$ cat config.mk
export PLATFORM = sky130hd
export DESIGN_NAME = rr_arbiter_8
export DESIGN_NICKNAME = d
export VERILOG_FILES = /design/src/rtl/rr_arbiter_8.sv
export SDC_FILE = /design/constraint.sdc
export NUM_CORES = 1
export LEC_CHECK = 0
export CORE_MARGIN = 10
export CORE_UTILIZATION = 56
export DETAILED_ROUTE_END_ITERATION = 6
export GPL_TIMING_DRIVEN = 0
export PLACE_DENSITY = 0.8
export SETUP_SLACK_MARGIN = 0.5
export SYNTH_ARGS = -nofsm -noshare
export SYNTH_HDL_FRONTEND = slang
export SYNTH_SLANG_ARGS = --single-unit
export TNS_END_PERCENT = 1
$ cat constraint.sdc
create_clock -name clk -period 4.6 [get_ports clk]
set_input_delay 0.92 -clock clk [delete_from_list [all_inputs] [get_ports clk]]
set_output_delay 0.92 -clock clk [all_outputs]
set_load 0.005 [all_outputs]
$ cat src/rtl/rr_arbiter_8.sv
`default_nettype none
// ============================================================================
// Module  : rr_arbiter_8
// Brief   : 8-way round-robin arbiter with registered grant, release and hold timeout.
// Revision: 1.0
// ============================================================================
module rr_arbiter_8 #(
    parameter int MAX_HOLD = 16,
    parameter int HOLD_W   = 5
) (
    input  logic       clk,
    input  logic       rst,
    input  logic [7:0] req,
    input  logic       done,
    output logic [7:0] gnt,
    output logic [2:0] gnt_idx,
    output logic       gnt_valid,
    output logic       timeout
);

    typedef enum logic [0:0] {
        IDLE  = 1'b0,
        GRANT = 1'b1
    } state_t;

    localparam logic [HOLD_W-1:0] C_HOLD_LIMIT = HOLD_W'(MAX_HOLD);
    localparam logic [HOLD_W-1:0] C_HOLD_SAT   = '1;

    generate
        if ((2 ** HOLD_W) <= MAX_HOLD) begin : g_param_check
            $error("HOLD_W too narrow for MAX_HOLD");
        end
    endgenerate

    state_t            state_q, state_d;
    logic [2:0]        last_q, last_d;
    logic [2:0]        idx_q, idx_d;
    logic [HOLD_W-1:0] hold_q, hold_d;
    logic [7:0]        gnt_q, gnt_d;
    logic              to_q, to_d;

    logic              w_found;
    logic [2:0]        w_win;
    logic [2:0]        w_cand;
    logic              w_own_req;
    logic              w_at_limit;
    logic              w_release;

    // Scan last+1 .. last+8 (mod 8) so the previous owner is checked last.
    always_comb begin
        w_found = 1'b0;
        w_win   = last_q;
        w_cand  = last_q;
        for (int i = 1; i <= 8; i++) begin
            w_cand = last_q + 3'(i);
            if (!w_found && req[w_cand]) begin
                w_found = 1'b1;
                w_win   = w_cand;
            end
        end
    end

    assign w_own_req  = req[idx_q];
    assign w_at_limit = (MAX_HOLD != 0) && (hold_q == C_HOLD_LIMIT);
    assign w_release  = done || !w_own_req || w_at_limit;

    always_comb begin
        state_d = state_q;
        last_d  = last_q;
        idx_d   = idx_q;
        hold_d  = hold_q;
        gnt_d   = gnt_q;
        to_d    = 1'b0;
        case (state_q)
            IDLE: begin
                if (w_found) begin
                    state_d = GRANT;
                    idx_d   = w_win;
                    gnt_d   = 8'(1) << w_win;
                    hold_d  = HOLD_W'(1);
                end
            end
            GRANT: begin
                if (w_release) begin
                    state_d = IDLE;
                    last_d  = idx_q;
                    gnt_d   = 8'b0;
                    hold_d  = '0;
                    // Only a pure timeout is flagged; a voluntary release wins.
                    to_d    = w_at_limit && !done && w_own_req;
                end else if (hold_q != C_HOLD_SAT) begin
                    hold_d  = hold_q + HOLD_W'(1);
                end
            end
            default: begin
                state_d = IDLE;
                gnt_d   = 8'b0;
                hold_d  = '0;
            end
        endcase
    end

    always_ff @(posedge clk or posedge rst) begin
        if (rst) begin
            state_q <= IDLE;
            last_q  <= 3'd7;
            idx_q   <= 3'd0;
            hold_q  <= '0;
            gnt_q   <= 8'b0;
            to_q    <= 1'b0;
        end else begin
            state_q <= state_d;
            last_q  <= last_d;
            idx_q   <= idx_d;
            hold_q  <= hold_d;
            gnt_q   <= gnt_d;
            to_q    <= to_d;
        end
    end

    assign gnt       = gnt_q;
    assign gnt_idx   = idx_q;
    assign gnt_valid = (state_q == GRANT);
    assign timeout   = to_q;

endmodule
`default_nettype wire

-- Word level (Yosys, flattened, before mapping)
Cells that the tools add are included.
- $add $sub $neg: 8
- $lt $le $gt $ge: 9
- equality and inequality tests: 5
- shift operators: 1
- multiplexer cells: 46
- bitwise gates (word level): 1
- reduce and logical (&&, ||, !) cells: 24
- operators by type and width (kind ; number):
    $lt 3x4->1 const B ; 9
    $bmux 1 s3 ; 9
    $mux 3 ; 8
    $mux 1 ; 21
    $mux 8 ; 2
    $pmux 8 s2 ; 1
    $mux 5 ; 3
    $add 3x3->3 const B ; 4
    $pmux 5 s2 ; 1
    $logic_and 1x1->1 ; 9
    $logic_not 1->1 ; 9
    $reduce_and 2->1 ; 4
    $shl 1x3->8 const A ; 1
    $add 3x2->3 const B ; 2
    $add 5x1->5 const B ; 1
    $eq 5x5->1 const B ; 1
    $ne 5x5->1 const B ; 1
    $add 3x1->3 const B ; 1
    $ne 3x1->1 const B ; 1
    $logic_or 1x1->1 ; 2
    $ne 2x1->1 const B ; 1
    $ne 2x2->1 const B ; 1
    $pmux 1 s2 ; 1
    $not 1->1 ; 1
- bits in registers: 21
- input bits: 11
- logic and storage cells: 100

-- Logic depth before layout (Yosys ltp)
- word-level depth: 28
- mapped depth: 14
- mapped depth without buffers: 9

-- Least setup slack after synthesis
OpenSTA, ideal clock, no wires.
- path type: reg-to-reg
- from: register last_q[1]
- to: register gnt_q[7] (netlist: gnt[7])
- arrival: 3322 ps
- required time: 4479 ps
- setup slack: 1157 ps
- cell stages (with the launch flop): 14
- path through: dfstp_2 buf_6 clkbuf_1 inv_1 ha_1 buf_6 buf_6 mux2_1 mux4_2 or2_0 o221ai_2 nand2_2 xnor2_2 a32o_2
- longest elaborated chain between the ends: 28
- ends and longest elaborated chain (what ; line ; text):
    start, declared ; 36 ; logic [2:0] last_q, last_d;
    start signal, assigned ; 113 ; last_q <= last_d;
    $add 3x1->3 ; 55 ; w_cand = last_q + 3'(i);
    $bmux 1 s3 ; 56 ; if (!w_found && req[w_cand]) begin
    $mux 1 (implied by the code) ; 56 ;
    $mux 1 ; 56 ;
    $logic_not 1->1 ; 56 ;
    $logic_and 1x1->1 ; 56 ;
    $mux 1 ; 56 ;
    $logic_not 1->1 ; 56 ;
    [12 not listed] ; n/a ;
    $logic_and 1x1->1 ; 56 ;
    $mux 1 ; 56 ;
    $logic_not 1->1 ; 56 ;
    $logic_and 1x1->1 ; 56 ;
    $mux 3 ; 56 ;
    $shl 1x3->8 ; 79 ; gnt_d = 8'(1) << w_win;
    $mux 8 ; 76 ; if (w_found) begin
    $pmux 8 s2 ; 74 ; case (state_q)
    end signal, assigned ; 116 ; gnt_q <= gnt_d;
    end, declared ; 39 ; logic [7:0] gnt_q, gnt_d;
Several ways; a longest one is shown, not always the timed one. The select of a mux whose other input is x is not followed.
A chain may end at the register's enable or synchronous reset.

-- Worst setup path after layout
Ends and elaborated chain as after synthesis.

==> metrics.yaml <==
run_status:
  outcome: "finished, final reports clean"
floorplan:
  num_rows: 21
  io_pins: 24
  die_w_microns: 79.7
  die_y_microns: 79.7
  fp.coreArea_sq_mm: 0.00339
  die_area_sq_mm: 0.00635
  start_util_pct: 58.9
worst_setup_path:
  r2r_slack_ns: 0.64
  worstReg2RegStart: "last_q[1]"
  r2r-end: "gnt[7]"
  crit_end: "gnt[7]"
  startpoint_type: "register"
  worstRegToRegCells: 13
  cp_data_required_time_ns: 4.80
  crit_fanout: 10
  path_class: "reg2reg"
  startpoint: "last_q[1]"
  end_kind: "register"
  arrival_ns: 4.16
cts:
  cts_buffer_depth: 2
  clock_latency_ns: 0.31
  path_clk_slew_ns: 0.11
  cts_resized: 0
  cts_buffers: 3
  post-cts-setup-buffers: 0
  h-tree-depth: 1
  cts_tree: "built"
  root_buffer: "clkbuf_4"
  clock-sinks: 21
  hold_buffers: 0
sta:
  fin_crit_sh_pct: 86.0
  rsz0062_at_grt: "no"
  finalHoldViolCount: 0
  fin_ws_ns: 0.645
  period_minus_slack_ns: 3.96
  maxSlewViolCount: 0
  tns_ns: 0
  setup_violations: 0
  skew_ns: 0.00853
  relSlewSlack_pct: 47.3
  worst_pin_slew_ns: 0.790
  fmax_ghz: 0.253
global_routing:
  antenna_found_initial: 0
  grt_max_degree: 22
  grt_util_all_layers_pct: 16.1
  grt.overflow.total: 0
  grt_pass1_vias: 1733
  grt_first_pass_wirelength_microns: 8400
layout:
  register_area_sq_um: 529
  layout.nets: 227
  drive_gt1_share_pct: 22.9
  area_growth_pct: 14.7
  antennaDiodeCount: 0
  multi_input_area_sq_mm: 0.00136
  nFillCells: 268
  stdcell_count: 256
placement:
  port_buffers: 21
  dp_slack_ns: 0.725
  dp.cells: 252
  gp_congestion: 0.948
  post-dp-hpwl_microns: 4000
yosys:
  synthFlopType: "dfrtp_1"
  yosys_warnings: 0
  synthTopCellsByCount: "dfrtp_1 (18), nand2_1 (17), mux4_2 (13)"
  synthCells: 185
  synth_area_sq_mm: 0.00200
  ys_top_cells_by_area: "dfrtp_1 (23%), mux4_2 (15%), mux2i_1 (5.5%), dfstp_2 (3.9%), mux2_2 (3.4%)"
  ys_seq_area_share_pct: 26.5
  synth_most_common_cell: "dfrtp_1"
  ys_types: 58
  yosysTopAreaCell: "dfrtp_1"
  synth_top_area_share_pct: 22.6
  ys_ff_latch: 21
  synth_edf_count: 0
  async_flop_share_pct: 100
  synth_fp_nets: 201
  syn_area_per_cell_sq_um: 10.8
flow_run:
  drv_cap: 0
detailed_routing:
  firstDrtPassIters: 4
  via_count: 1719
  drc: 0
  vias_per_cell: 6.71
  postRouteAntennaNets: 0
  wirelength_microns: 5130
  drt-initial-drc-count: 156
  routedWlPerCell_microns: 20.1
worst_hold_path:
  hp-class: "reg2reg"
[layout make-up]
cell class	instances	share of cell area, %
Timing Repair Buffer	21	9.18
Sequential cell	21	23.1
Multi-Input combinational cell	145	59.3
Inverter	8	1.31
Buffer	11	3.39
Tap cell	46	2.51
Clock buffer	4	1.15
[critical path: stages (launching register included)]
cell,delay (ns)
dfstp_2,0.59
buf_6,0.17
clkbuf_1,0.37
inv_1,0.17
ha_1,0.32
buf_6,0.14
buf_6,0.16
mux2_1,0.32
mux4_2,0.52
a21oi_1,0.19
a31oi_1,0.12
a22oi_1,0.30
o21ai_1,0.20
a32o_2,0.29
[worst min-delay path by stage]
stage	startpoint	endpoint	depth (start not counted)
floorplan	gnt[0]	gnt[0]	2
global placement	gnt[2]	gnt[2]	2
detailed placement	gnt[2]	gnt[2]	2
CTS	gnt[2]	gnt[2]	2
global route	gnt[0]	gnt[0]	2
finish	gnt[2]	gnt[2]	2
[registers in the layout (all words and copies together) (netlist names)]
name,flops
gnt_valid,1
gnt,8
last_q,3
timeout,1
hold_q,5
gnt_idx,3
[layer usage]
metal	global-route usage [%]	part of all wire (%)
met1	19.8	41
met2	28.1	51
met4	4.12	1.9
met3	3.15	5.6
met5	0	0
[cells in the final DEF (no fill, tap or decap), types with 4 or more instances in the layout]
master and count:
dfrtp_1 18, clkdlybuf4s50_1 21, a211oi_1 4, o21ai_0 6, mux2_2 6, o31ai_1 5
mux4_2 13, mux2i_1 11, nor3_1 4, xnor2_1 4, a21oi_1 8, inv_1 7
buf_6 4, nand2_1 17, ha_1 5, clkbuf_1 5
[kinds of logic (layout without fill, tap and decap cells)]
family                   after synthesis  count (layout)  synth area share, %
XOR/XNOR                               7               7                 4.39
multiplexers                          37              37                 29.1
AND/OR/NAND/NOR                       47              47                 12.7
adder cells (fa/ha/maj)                5               5                 3.13
flip-flops                            21              21                 26.5
buffers and inverters                 19              44                 5.39
AO/OA/AOI/OAI                         49              49                 18.7
[metrics by stage]
stage          utilization, %  hold slack, ns  cell area, sq um
5_1_grt                  67.6           0.520              2290
6_report                 67.6           0.491              2290
4_1_cts                  67.6           0.496              2290
3_5_place_dp             66.8           0.469              2260
2_1_floorplan               -           0.473              2000
3_3_place_gp             66.8           0.467              2260
Power is not shown: default switching activity piles up to over one toggle a cycle in this logic, so the estimate is an artifact.
